--- src/rtl/bp_be_rec_to_fp_arbiter_if.sv ---
// Request/response bundle shared by the back-end requesters and the recoded-to-IEEE
// conversion arbiter. The slave side is the arbiter; the master side is the requester pool.
interface bp_be_rec_to_fp_arbiter_if
  #(parameter int num_req_p      = 2
  , parameter int dp_rec_width_p = 65
  , parameter int dword_width_p  = 64
  , parameter int tag_width_p    = 5
  );

  localparam int id_width_lp = (num_req_p > 1) ? $clog2(num_req_p) : 1;

  logic                                 flush_i;
  logic [num_req_p-1:0]                 req_v_i;
  logic [num_req_p-1:0]                 req_ready_o;
  logic [num_req_p*dp_rec_width_p-1:0]  req_rec_i;
  logic [num_req_p-1:0]                 req_sp_i;
  logic [num_req_p*tag_width_p-1:0]     req_tag_i;
  logic                                 resp_v_o;
  logic                                 resp_yumi_i;
  logic [dword_width_p-1:0]             resp_raw_o;
  logic [tag_width_p-1:0]               resp_tag_o;
  logic [id_width_lp-1:0]               resp_id_o;

  modport slave
    (input  flush_i, req_v_i, req_rec_i, req_sp_i, req_tag_i, resp_yumi_i
    ,output req_ready_o, resp_v_o, resp_raw_o, resp_tag_o, resp_id_o
    );

  modport master
    (output flush_i, req_v_i, req_rec_i, req_sp_i, req_tag_i, resp_yumi_i
    ,input  req_ready_o, resp_v_o, resp_raw_o, resp_tag_o, resp_id_o
    );

endinterface

--- src/rtl/bp_be_rec_to_fp_arbiter.sv ---
// Round-robin arbiter sharing one recoded-DP to raw IEEE (SP NaN-boxed or DP) converter
// between back-end requesters; two-stage pipeline (issue reg, result reg) with flush.
module bp_be_rec_to_fp_arbiter
  #(parameter int num_req_p      = 2
  , parameter int dp_rec_width_p = 65
  , parameter int dword_width_p  = 64
  , parameter int tag_width_p    = 5
  , localparam int id_width_lp   = (num_req_p > 1) ? $clog2(num_req_p) : 1
  )
  (input  logic clk_i
  ,input  logic reset_n_i
  ,bp_be_rec_to_fp_arbiter_if.slave io
  );

  // Recoded DP to raw DP; zero falls out of the subnormal path since its shift exceeds 52.
  function automatic logic [63:0] rec_dp_to_raw(input logic [64:0] rec);
    logic [11:0] exp_in;
    logic [11:0] sub_shift;
    logic [51:0] fract;
    logic [52:0] denorm;
    logic [10:0] exp_out;
    logic [51:0] fract_out;
    logic        is_special;
    logic        is_inf;
    exp_in     = rec[63:52];
    fract      = rec[51:0];
    is_special = (exp_in[11:10] == 2'b11);
    is_inf     = is_special & ~exp_in[9];
    sub_shift  = 12'd1026 - exp_in;
    denorm     = {1'b1, fract} >> sub_shift;
    if (exp_in < 12'd1026) begin
      exp_out   = 11'd0;
      fract_out = denorm[51:0];
    end else if (is_special) begin
      exp_out   = 11'h7FF;
      fract_out = is_inf ? 52'd0 : fract;
    end else begin
      exp_out   = 11'(exp_in - 12'd1025);
      fract_out = fract;
    end
    return {rec[64], exp_out, fract_out};
  endfunction

  // Recoded DP to raw SP: rebias the recoded exponent, truncate the fraction, then unrecode.
  // Out-of-range magnitudes saturate to infinity or flush to zero; NaNs are kept quiet.
  function automatic logic [31:0] rec_dp_to_sp_raw(input logic [64:0] rec);
    logic signed [13:0] rebias;
    logic [8:0]  sp_exp;
    logic [8:0]  sub_shift;
    logic [22:0] fract;
    logic [22:0] fract_out;
    logic [23:0] denorm;
    logic [7:0]  exp_out;
    logic        is_special;
    logic        is_inf;
    fract  = rec[51:29];
    rebias = $signed({2'b00, rec[63:52]}) - 14'sd1792;
    if (rec[63:61] == 3'b000) begin
      sp_exp = 9'd0;
    end else if (rec[63:62] == 2'b11) begin
      sp_exp = {rec[63:61], 6'd0};
    end else if (rebias > 14'sd383) begin
      sp_exp = 9'h180;
      fract  = 23'd0;
    end else if (rebias < 14'sd107) begin
      sp_exp = 9'd0;
    end else begin
      sp_exp = rebias[8:0];
    end
    is_special = (sp_exp[8:7] == 2'b11);
    is_inf     = is_special & ~sp_exp[6];
    sub_shift  = 9'd130 - sp_exp;
    denorm     = {1'b1, fract} >> sub_shift;
    if (sp_exp < 9'd130) begin
      exp_out   = 8'd0;
      fract_out = denorm[22:0];
    end else if (is_special) begin
      exp_out   = 8'hFF;
      fract_out = is_inf ? 23'd0 : (fract | 23'h40_0000);
    end else begin
      exp_out   = 8'(sp_exp - 9'd129);
      fract_out = fract;
    end
    return {rec[64], exp_out, fract_out};
  endfunction

  logic [id_width_lp-1:0]     ptr_r;
  logic                       s1_v_r;
  logic [dp_rec_width_p-1:0]  s1_rec_r;
  logic                       s1_sp_r;
  logic [tag_width_p-1:0]     s1_tag_r;
  logic [id_width_lp-1:0]     s1_id_r;
  logic                       s2_v_r;
  logic [dword_width_p-1:0]   s2_raw_r;
  logic [tag_width_p-1:0]     s2_tag_r;
  logic [id_width_lp-1:0]     s2_id_r;

  logic                       found_s;
  logic [id_width_lp-1:0]     grant_id_s;
  logic                       grant_ok_s;
  logic [num_req_p-1:0]       ready_s;
  logic                       s2_free_s;
  logic                       s1_adv_s;
  logic                       s1_free_s;
  logic [63:0]                conv_raw_s;

  assign s2_free_s  = ~s2_v_r | io.resp_yumi_i;
  assign s1_adv_s   = s1_v_r & s2_free_s;
  assign s1_free_s  = ~s1_v_r | s1_adv_s;
  assign grant_ok_s = found_s & s1_free_s & ~io.flush_i & reset_n_i;

  // Round-robin search for the first valid requester starting at the pointer
  always_comb begin
    int idx;
    found_s    = 1'b0;
    grant_id_s = '0;
    idx        = 0;
    for (int k = 0; k < num_req_p; k++) begin
      idx = int'(ptr_r) + k;
      if (idx >= num_req_p) begin
        idx = idx - num_req_p;
      end else begin
        idx = idx;
      end
      if (!found_s && io.req_v_i[idx]) begin
        found_s    = 1'b1;
        grant_id_s = id_width_lp'(idx);
      end else begin
        found_s    = found_s;
      end
    end
  end

  // One-hot ready toward the winning requester
  always_comb begin
    ready_s = '0;
    for (int k = 0; k < num_req_p; k++) begin
      if (grant_ok_s && (grant_id_s == id_width_lp'(k))) begin
        ready_s[k] = 1'b1;
      end else begin
        ready_s[k] = 1'b0;
      end
    end
  end

  // Shared converter, fed from the issue stage
  always_comb begin
    conv_raw_s = 64'd0;
    if (s1_sp_r) begin
      conv_raw_s = {32'hFFFF_FFFF, rec_dp_to_sp_raw(65'(s1_rec_r))};
    end else begin
      conv_raw_s = rec_dp_to_raw(65'(s1_rec_r));
    end
  end

  // Pipeline valids, data stages and the round-robin pointer
  always_ff @(posedge clk_i or negedge reset_n_i) begin
    if (!reset_n_i) begin
      ptr_r    <= '0;
      s1_v_r   <= 1'b0;
      s1_rec_r <= '0;
      s1_sp_r  <= 1'b0;
      s1_tag_r <= '0;
      s1_id_r  <= '0;
      s2_v_r   <= 1'b0;
      s2_raw_r <= '0;
      s2_tag_r <= '0;
      s2_id_r  <= '0;
    end else begin
      if (io.flush_i) begin
        s1_v_r <= 1'b0;
        s2_v_r <= 1'b0;
      end else begin
        if (grant_ok_s) begin
          s1_v_r <= 1'b1;
        end else if (s1_adv_s) begin
          s1_v_r <= 1'b0;
        end
        if (s1_adv_s) begin
          s2_v_r <= 1'b1;
        end else if (io.resp_yumi_i) begin
          s2_v_r <= 1'b0;
        end
      end
      if (grant_ok_s) begin
        s1_rec_r <= io.req_rec_i[grant_id_s*dp_rec_width_p +: dp_rec_width_p];
        s1_sp_r  <= io.req_sp_i[grant_id_s];
        s1_tag_r <= io.req_tag_i[grant_id_s*tag_width_p +: tag_width_p];
        s1_id_r  <= grant_id_s;
        if (grant_id_s == id_width_lp'(num_req_p - 1)) begin
          ptr_r <= '0;
        end else begin
          ptr_r <= grant_id_s + id_width_lp'(1);
        end
      end
      if (s1_adv_s) begin
        s2_raw_r <= dword_width_p'(conv_raw_s);
        s2_tag_r <= s1_tag_r;
        s2_id_r  <= s1_id_r;
      end
    end
  end

  assign io.req_ready_o = ready_s;
  assign io.resp_v_o    = s2_v_r;
  assign io.resp_raw_o  = s2_raw_r;
  assign io.resp_tag_o  = s2_tag_r;
  assign io.resp_id_o   = s2_id_r;

endmodule

--- src/flat_wrapper.sv ---
// flat-port wrapper written by rule: the top's interface ports become plain ports
module bp_be_rec_to_fp_arbiter_flat 
#(parameter int num_req_p      = 2
  , parameter int dp_rec_width_p = 65
  , parameter int dword_width_p  = 64
  , parameter int tag_width_p    = 5
  , localparam int id_width_lp   = (num_req_p > 1) ? $clog2(num_req_p) : 1
  )
  (clk_i, reset_n_i, io_flush_i, io_req_v_i, io_req_rec_i, io_req_sp_i, io_req_tag_i, io_resp_yumi_i, io_req_ready_o, io_resp_v_o, io_resp_raw_o, io_resp_tag_o, io_resp_id_o);
  bp_be_rec_to_fp_arbiter_if #(.num_req_p(num_req_p), .dp_rec_width_p(dp_rec_width_p), .dword_width_p(dword_width_p), .tag_width_p(tag_width_p)) io_i ();
  input  logic clk_i;
  input  logic reset_n_i;
  input wire logic [$bits(io_i.flush_i)-1:0] io_flush_i;
  input wire logic [$bits(io_i.req_v_i)-1:0] io_req_v_i;
  input wire logic [$bits(io_i.req_rec_i)-1:0] io_req_rec_i;
  input wire logic [$bits(io_i.req_sp_i)-1:0] io_req_sp_i;
  input wire logic [$bits(io_i.req_tag_i)-1:0] io_req_tag_i;
  input wire logic [$bits(io_i.resp_yumi_i)-1:0] io_resp_yumi_i;
  output wire logic [$bits(io_i.req_ready_o)-1:0] io_req_ready_o;
  output wire logic [$bits(io_i.resp_v_o)-1:0] io_resp_v_o;
  output wire logic [$bits(io_i.resp_raw_o)-1:0] io_resp_raw_o;
  output wire logic [$bits(io_i.resp_tag_o)-1:0] io_resp_tag_o;
  output wire logic [$bits(io_i.resp_id_o)-1:0] io_resp_id_o;
  assign io_i.flush_i = io_flush_i;
  assign io_i.req_v_i = io_req_v_i;
  assign io_i.req_rec_i = io_req_rec_i;
  assign io_i.req_sp_i = io_req_sp_i;
  assign io_i.req_tag_i = io_req_tag_i;
  assign io_i.resp_yumi_i = io_resp_yumi_i;
  assign io_req_ready_o = io_i.req_ready_o;
  assign io_resp_v_o = io_i.resp_v_o;
  assign io_resp_raw_o = io_i.resp_raw_o;
  assign io_resp_tag_o = io_i.resp_tag_o;
  assign io_resp_id_o = io_i.resp_id_o;
  bp_be_rec_to_fp_arbiter #(.num_req_p(num_req_p), .dp_rec_width_p(dp_rec_width_p), .dword_width_p(dword_width_p), .tag_width_p(tag_width_p)) u_core (.clk_i(clk_i), .reset_n_i(reset_n_i), .io(io_i));
endmodule
--- config.mk ---
export PLATFORM = sky130hd
export DESIGN_NAME = bp_be_rec_to_fp_arbiter_flat
export DESIGN_NICKNAME = d
export VERILOG_FILES = /design/src/rtl/bp_be_rec_to_fp_arbiter_if.sv /design/src/rtl/bp_be_rec_to_fp_arbiter.sv /design/src/flat_wrapper.sv
export SDC_FILE = /design/constraint.sdc
export NUM_CORES = 1
export LEC_CHECK = 0
export BUFFER_PORTS_ARGS = -buffer_cell sky130_fd_sc_hd__buf_2
export CAP_MARGIN = 15
export CORE_MARGIN = 10
export CORE_UTILIZATION = 31
export CTS_CLUSTER_SIZE = 40
export DETAILED_ROUTE_END_ITERATION = 6
export SETUP_SLACK_MARGIN = 0.15
export SLEW_MARGIN = 15
export SYNTH_ARGS = -nofsm -noshare
export SYNTH_HDL_FRONTEND = slang
export SYNTH_SLANG_ARGS = --single-unit
--- constraint.sdc ---
create_clock -name clk_i -period 7 [get_ports clk_i]
set_clock_uncertainty 0.1 [all_clocks]
set_input_delay 1.05 -clock clk_i [delete_from_list [all_inputs] [get_ports clk_i]]
set_output_delay 1.05 -clock clk_i [all_outputs]
set_load 0.05 [all_outputs]
==> reports/results.ini, run 1 <==
[detailed_routing]
wire_per_inst_um = 27.6
top_layer = met5
wl_met3_um = 6890
drtIter0Drc = 1597
routed-via-count = 13500
wl_met2_um = 26100
drcViolationCount = 0
drt_pass1_iterations = 6
postRouteAntennaNets = 0
wl_um = 60600
routed_via_density = 6.17
wl_met1_um = 25100

[worst_setup_path]
cp.arrival_ns = 5.69
required_ns = 7.30
path_max_fanout = 34
criticalPathCategory = flip-flop to flip-flop
critPathLaunchType = flip-flop
worstSetupEndpointType = flip-flop

[yosys]
synth.distinct_cells = 91
syn_area_per_cell_um2 = 8.51
synth-seq-area-share = 0.279
synthFlopType = dfrtp_1
async_reset_ff_frac = 1.00
synth-edff-count = 0
ys_ff_latch = 145
netlist_instances = 1529
ys_warn_count = 0
yosys.area.top_type = dfrtp_1
yosys.area.top_type_share = 0.279
synth_common_cells = nand2_1 (232), o21ai_0 (154), dfrtp_1 (145)
syn_nets = 1687
mappedNetlistArea_um2 = 13000
synthTopCellsByArea = dfrtp_1 (28%), mux2i_1 (11%), mux4_2 (9.9%), nand2_1 (6.7%), o21ai_0 (5.9%)
synth.most_common_cell = nand2_1

[timing]
period_needed_ns = 5.39
rsz0062_at_grt = false
layout_setup_ws_ns = 1.61
maxSlewHeadroom = 0.122
setup-violations-final = 0
final_max_slew_viol_count = 0
fmax_ghz = 0.185
min_period_over_period = 0.770
hold_violations = 0
worst_slew_pin_slew_ns = 1.31
tns_ns = 0

[power_and_ir_drop]
combPwrFrac = 0.567
clockPowerShare = 0.176
seqPwrFrac = 0.257
switching_power_w = 0.00290
p_leak_nw = 6.46
switching_share = 0.530
fin_total_pwr_w = 0.00547
powerDensity_nw_per_um2 = 364
internal_power_w = 0.00257
irDropWorstVdd_v = 0.000155

[floorplan]
die_w_um = 225
core_area_um2 = 41800
pin_count = 221
start_util = 0.312
rows = 75
die_y_um = 225
design.die.area_um2 = 50600

[grt]
gr-total-overflow = 0
track_usage = 0.235
antenna_found_initial = 6
grt_first_pass_wirelength_um = 89300
first_global_vias = 13400
grt_max_degree = 85

[final_layout]
seqCellArea_um2 = 3630
multi_input_area_um2 = 8750
fin_util = 0.360
syn_to_final_growth_pct = 15.4
fin_nets = 1797
drive_above_1_share = 0.236
fill_cells = 4352

[clock_tree]
path_clk_slew_ns = 0.07
numCtsBuffers = 17
cts_resized = 0
cts.sinks = 145
cts_buffer_depth = 2
ctsHoldBuffers = 0
cts_root_buffer = clkbuf_16
h-tree-depth = 4
postCtsSetupBuffers = 0
cts_tree = built
clock_latency_ns = 0.47

[place]
numPortBuffers = 220
hpwl_um = 45200
place_ws_ns = 1.75
gp_congestion = 1.04

[worst_hold_path]
hold_class = primary input to asynchronous set/reset pin

[status]
status = complete, no violations

[job]
maxCapViolations = 0

-- stage by stage --
step,area (um^2),cells,hold slack (ns)
detailed placement,14400,2159,0.355
CTS,15000,2191,0.314
floorplan,13000,1529,0.339
global route,15000,2191,0.332
finish,15000,2192,0.326
global placement,14400,2159,0.346
-- layout make-up --
type,count,share of cell area
clock buffer,18,0.0286
inverter,15,0.00375
clock inverter,14,0.0112
sequential,145,0.242
antenna,1,0.000167
timing repair buffer,248,0.0877
multi-input combinational,1212,0.582
tap,539,0.0449
-- kinds of logic after synthesis --
kind of cell,Yosys count,share of synthesized area
AO/OA/AOI/OAI,473,0.243
adder cells (fa/ha/maj),10,0.00961
multiplexers,211,0.223
AND/OR/NAND/NOR,501,0.177
flip-flops,145,0.279
XOR/XNOR,17,0.0120
buffers and inverters,172,0.0564
-- worst max-delay path, stage by stage (launching register included) --
cell and delay [ns]:
dfrtp_1 0.63, ha_1 0.35, nand2_1 0.15, a2111oi_2 0.52
a21oi_2 0.28, nand3_4 0.11, buf_4 0.41, inv_1 0.25
ha_1 1.08, inv_1 0.26, a21oi_1 0.48, a22oi_2 0.19
nor3_1 0.20, o21ai_0 0.12, a21oi_1 0.18
-- power by group through the flow --
stage | Clock, W | Sequential [W] | Combinational (W)
6_report | 0.000965 | 0.00140 | 0.00310
5_1_grt | 0.00102 | 0.00142 | 0.00328
4_1_cts | 0.000989 | 0.00139 | 0.00305
3_5_place_dp | 0 | 0.00140 | 0.00304
3_3_place_gp | 0 | 0.00140 | 0.00304
2_1_floorplan | 0 | 0.00158 | 0.00183
-- cell usage in the layout (no fill, tap or decap), types with 40 or more instances in the layout --
cell type / count
nor3_1: 44
a221oi_1: 40
a21oi_1: 81
o21ai_0: 153
nand2_1: 232
dfrtp_1: 145
mux4_2: 57
buf_2: 219
mux2i_1: 139
nor2_1: 95
-- path summary, 6_finish.rpt --
| kind | start | endpoint | slack [ns] | cells after the start |
|---|---|---|---|---|
| min in group clk_i | u_core.io.resp_raw_o[63] | u_core.io.resp_raw_o[63] | 0.37 | 2 |
| max in group asynchronous | reset_n_i | u_core.io.resp_raw_o[32] | 5.27 | 2 |
| min | reset_n_i | u_core.io.resp_raw_o[62] | 0.33 | 1 |
| max | u_core.s1_rec_r[60] | u_core.io.resp_raw_o[10] | 1.61 | 14 |
| min reg2reg | u_core.io.resp_raw_o[63] | u_core.io.resp_raw_o[63] | 0.37 | 2 |
| max reg2reg | u_core.s1_rec_r[60] | u_core.io.resp_raw_o[10] | 1.61 | 14 |
-- metal layers --
metal,global-route usage,vias up
li1,-,6008
met1,0.305,6518
met2,0.349,842
met3,0.0794,151
met4,0.102,8
met5,0,-
-- sequential cells by signal, summed over array words and instances (netlist names) --
name                  flops
u_core.s1_tag_r           5
u_core.io.resp_id_o       1
u_core.ptr_r              1
u_core.s1_id_r            1
u_core.s1_v_r             1
u_core.s1_rec_r          65
u_core.io.resp_raw_o     64
u_core.s1_sp_r            1
u_core.io.resp_tag_o      5
u_core.io.resp_v_o        1
No activity file was read; power rests on OpenSTA's default activity.
==> inputs of run 2 (changes only) <==
- clock period: 7 -> 5 ns (I/O delays scaled with it)
==> run 2 against run 1 <==
Combinational power increased by 46%. Flip-flop and latch count unchanged. Global-route usage up 1.3 points. First-iteration DRC count down 4.5%. Design area rose by 1.4%. Critical path depth is 1 higher. Sequential share of layout area is 0.33 points lower. Critical endpoint is now u_core.io.resp_raw_o[4]. Highest routed layer unchanged.
==> reports/results.ini, run 2 (synthesized netlist as in run 1, its figures left out) <==
[floorplan]
die_w_um = 225
design.die.area_um2 = 50600
rows = 75
pin_count = 221
core_area_um2 = 41800
die_y_um = 225
start_util = 0.312

[timing]
setup-violations-final = 0
period_needed_ns = 4.54
whs_ns = 0.0980
maxSlewHeadroom = 0.318
hold_violations = 0
final_max_slew_viol_count = 0
rsz0062_at_grt = false
worst_slew_pin_slew_ns = 1.02
min_period_over_period = 0.907
tns_ns = 0
layout_setup_ws_ns = 0.464
fmax_ghz = 0.220

[final_layout]
largest_reg_flops = 65
final_cell_mix = nand2_1 (232), buf_2 (219), o21ai_0 (153)
drive_above_1_share = 0.252
multi_input_area_um2 = 8760
mostFrequentLayoutCell = nand2_1
fin_nets = 1827
syn_to_final_growth_pct = 17.0
seqCellArea_um2 = 3630
top_register = u_core.s1_rec_r
fin_util = 0.365
fill_cells = 4370

[place]
place_ws_ns = 0.236
numPortBuffers = 220
hpwl_um = 48100
gp_congestion = 0.998

[clock_tree]
postCtsSetupBuffers = 0
clock_latency_ns = 0.47
cts_root_buffer = clkbuf_16
h-tree-depth = 4
ctsHoldBuffers = 0
cts_resized = 0
cts_tree = built
cts_buffer_depth = 2
path_clk_slew_ns = 0.08
cts.sinks = 145
numCtsBuffers = 17

[worst_setup_path]
critPathTopFamily = simple AND/OR/NAND/NOR gates
required_ns = 5.28
path_max_fanout = 23
crit_buf_inv = 2
r2r_slack_ns = 0.46
slowest_stage = dfrtp_1
cp.arrival_ns = 4.81
worstSetupEndpointType = flip-flop
crit_chain = inv_1 -> ha_1 -> and4b_1 -> a211oi_4 -> nor2_2 -> nand2_2 -> nor2_1 -> ha_1 -> inv_1 -> nand3_1 -> or3_1 -> a31oi_2 -> nor2_4 -> or4_1 -> a221oi_2
critPathLaunchType = flip-flop
criticalPathCategory = flip-flop to flip-flop
slowest_delay_ns = 0.59

[grt]
grt_max_degree = 88
antenna_found_initial = 4
grt_first_pass_wirelength_um = 93700
track_usage = 0.248
first_global_vias = 13600
gr-total-overflow = 0

[job]
maxCapViolations = 0

[detailed_routing]
routed_via_density = 6.24
wl_um = 63700
drt_pass1_iterations = 6
routed-via-count = 13900
postRouteAntennaNets = 0
wire_per_inst_um = 28.7
drtIter0Drc = 1525
drcViolationCount = 0

[power_and_ir_drop]
switching_power_w = 0.00417
switching_share = 0.539
internal_power_w = 0.00357
clockPowerShare = 0.162
powerDensity_nw_per_um2 = 508
combPwrFrac = 0.584
seqPwrFrac = 0.254
irDropWorstVdd_v = 0.000231
p_leak_nw = 6.60

[worst_hold_path]
hold_class = primary input to asynchronous set/reset pin

[status]
status = complete, no violations

[run 2: final timing paths]
path	start	endpoint	cells past startpoint
max reg2reg	u_core.s1_rec_r[60]	u_core.io.resp_raw_o[4]	15
min reg2reg	u_core.s1_tag_r[4]	u_core.io.resp_tag_o[4]	2
min	reset_n_i	u_core.io.resp_raw_o[5]	1
max in group asynchronous	reset_n_i	u_core.s1_rec_r[35]	2
max	u_core.s1_rec_r[60]	u_core.io.resp_raw_o[4]	15
min in group clk_i	u_core.s1_tag_r[4]	u_core.io.resp_tag_o[4]	2
[run 2: metal layers]
layer,track usage,vias to the layer above,part of all wire
li1,-,6059,-
met1,0.332,6759,0.42
met2,0.370,849,0.44
met3,0.0602,189,0.10
met4,0.111,6,0.044
met5,0,-,0.00055
[run 2: power groups by stage]
| stage | Combinational [W] | Sequential (W) | Clock (W) |
|---|---|---|---|
| final | 0.00452 | 0.00197 | 0.00126 |
| after global routing | 0.00477 | 0.00198 | 0.00133 |
| after CTS | 0.00443 | 0.00194 | 0.00129 |
| after detailed placement | 0.00442 | 0.00196 | 0 |
| after global placement | 0.00443 | 0.00195 | 0 |
| after floorplan | 0.00256 | 0.00221 | 0 |
[run 2: through the flow]
| stage | cell area (um^2) | power [W] | std cells |
|---|---|---|---|
| final | 15200 | 0.00774 | 2222 |
| after detailed placement | 14700 | 0.00637 | 2189 |
| after CTS | 15200 | 0.00765 | 2221 |
| after floorplan | 13000 | 0.00477 | 1529 |
| after global placement | 14700 | 0.00638 | 2189 |
| after global routing | 15200 | 0.00808 | 2221 |
[run 2: cell type report]
| type | count | share of cell area |
|---|---|---|
| clock buffer | 17 | 0.0279 |
| antenna | 1 | 0.000164 |
| multi-input combinational | 1212 | 0.575 |
| clock inverter | 15 | 0.00838 |
| timing repair buffer | 278 | 0.102 |
| tap | 539 | 0.0443 |
| inverter | 15 | 0.00370 |
| sequential | 145 | 0.238 |
==> inputs of run 3 (changes only) <==
- clock period: 5 -> 4.7 ns (I/O delays scaled with it)
==> run 3 against run 2 <==
Critical path depth increased by 1. Sequential share of layout area down 0.18 points. Register-to-register slack about the same. Global-route usage shrank 0.30 points. Critical endpoint unchanged.
==> reports/results.ini, run 3 (synthesized netlist as in run 1, its figures left out) <==
[final_layout]
final_cell_count_no_fill = 2233
final_cell_mix = nand2_1 (232), buf_2 (219), o21ai_0 (153)
drive_above_1_share = 0.256
largest_reg_flops = 65
stdcell_area_um2 = 15400
top_register = u_core.s1_rec_r
mostFrequentLayoutCell = nand2_1
fin_nets = 1838
syn_to_final_growth_pct = 17.9

[status]
status = complete, no violations

[detailed_routing]
wl_met3_um = 6680
wl_met1_um = 26400
postRouteAntennaNets = 0
drcViolationCount = 0
drt_pass1_iterations = 7
wl_met2_um = 27100
top_layer = met5
wire_per_inst_um = 28.2
routed_via_density = 6.14
drtIter0Drc = 1842
wl_um = 62900
routed-via-count = 13700

[clock_tree]
cts_buffer_depth = 2
cts.sinks = 145
numCtsBuffers = 17
ctsHoldBuffers = 0
cts_root_buffer = clkbuf_16
postCtsSetupBuffers = 0
clock_latency_ns = 0.47
cts_tree = built
path_clk_slew_ns = 0.07
h-tree-depth = 4
cts_resized = 0

[power_and_ir_drop]
p_leak_nw = 6.67
irDropWorstVdd_v = 0.000277
powerDensity_nw_per_um2 = 543

[job]
maxCapViolations = 0

[worst_setup_path]
cp.arrival_ns = 4.52
path_max_fanout = 23
critPathLaunchType = flip-flop
criticalPathCategory = flip-flop to flip-flop
ff2ff_path_depth = 16
r2r-end = u_core.io.resp_raw_o[4]
worstSetupEndpointType = flip-flop
slowest_stage = or4_1
slowest_delay_ns = 0.54
timing.rr.start = u_core.s1_rec_r[60]
path_depth = 16
required_ns = 4.98
crit_buf_inv = 4
path_common_cell = inv_1
critPathTopFamily = simple AND/OR/NAND/NOR gates
crit_chain = inv_1 -> ha_1 -> and4b_1 -> a211oi_4 -> a21oi_2 -> nand3_4 -> inv_1 -> ha_1 -> inv_1 -> nand3_1 -> or3_1 -> a31oi_2 -> nor2_2 -> buf_4 -> or4_1 -> a221oi_2
r2r_slack_ns = 0.46

[floorplan]
die_y_um = 225
design.die.area_um2 = 50600
die_w_um = 225
pin_count = 221
rows = 75
start_util = 0.312
core_area_um2 = 41800

[place]
numPortBuffers = 220
hpwl_um = 47300
gp_congestion = 1.01
placed_area_um2 = 14800
dp.cells = 2200

[grt]
track_usage = 0.245
grt_first_pass_wirelength_um = 92100
grt_max_degree = 133
first_global_vias = 13500
antenna_found_initial = 6
gr-total-overflow = 0

[timing]
maxSlewHeadroom = 0.286
setup-violations-final = 0
final_max_slew_viol_count = 0
min_period_over_period = 0.902
period_needed_ns = 4.24
hold_violations = 0
rsz0062_at_grt = false
worst_slew_pin_slew_ns = 1.07
fmax_ghz = 0.236
tns_ns = 0

[worst_hold_path]
hold_class = primary input to asynchronous set/reset pin

run 3: area by class of cell:
cell class | instances | area, um^2
Timing Repair Buffer | 289 | 1660
Inverter | 15 | 56.3
Multi-Input combinational cell | 1212 | 8750
Clock inverter | 14 | 145
Antenna cell | 1 | 2.50
Tap cell | 539 | 674
Fill cell | 4303 | 26400
Clock buffer | 18 | 429
Sequential cell | 145 | 3630
run 3: power by group:
group | switching [W] | internal (W)
clock network | 0.000651 | 0.000744
logic | 0.00322 | 0.00162
registers | 0.000578 | 0.00153
run 3: per-layer routing:
layer,GRT usage,vias up
met5,0,-
met4,0.100,8
met3,0.0795,166
met2,0.364,848
met1,0.321,6605
li1,-,6079
run 3: stage by stage:
step                hold WS, ns  total power (W)   util  setup slack [ns]
floorplan                 0.309          0.00508      -             0.541
global placement          0.347          0.00685  0.354             0.520
finish                   0.0565          0.00833  0.368             0.461
global route             0.0810          0.00871  0.368             0.175
detailed placement        0.350          0.00683  0.354             0.376
CTS                      0.0588          0.00824  0.367             0.362
run 3: worst max-delay path by stage:
stage                                   start                  endpoint  slack [ns]
after global routing      u_core.s1_rec_r[60]   u_core.io.resp_raw_o[4]        0.17
after global placement    u_core.s1_rec_r[61]   u_core.io.resp_raw_o[4]        0.52
after floorplan           u_core.s1_rec_r[60]   u_core.io.resp_raw_o[4]        0.54
after detailed placement  u_core.s1_rec_r[61]  u_core.io.resp_raw_o[15]        0.38
final                     u_core.s1_rec_r[60]   u_core.io.resp_raw_o[4]        0.46
after CTS                 u_core.s1_rec_r[61]  u_core.io.resp_raw_o[15]        0.36
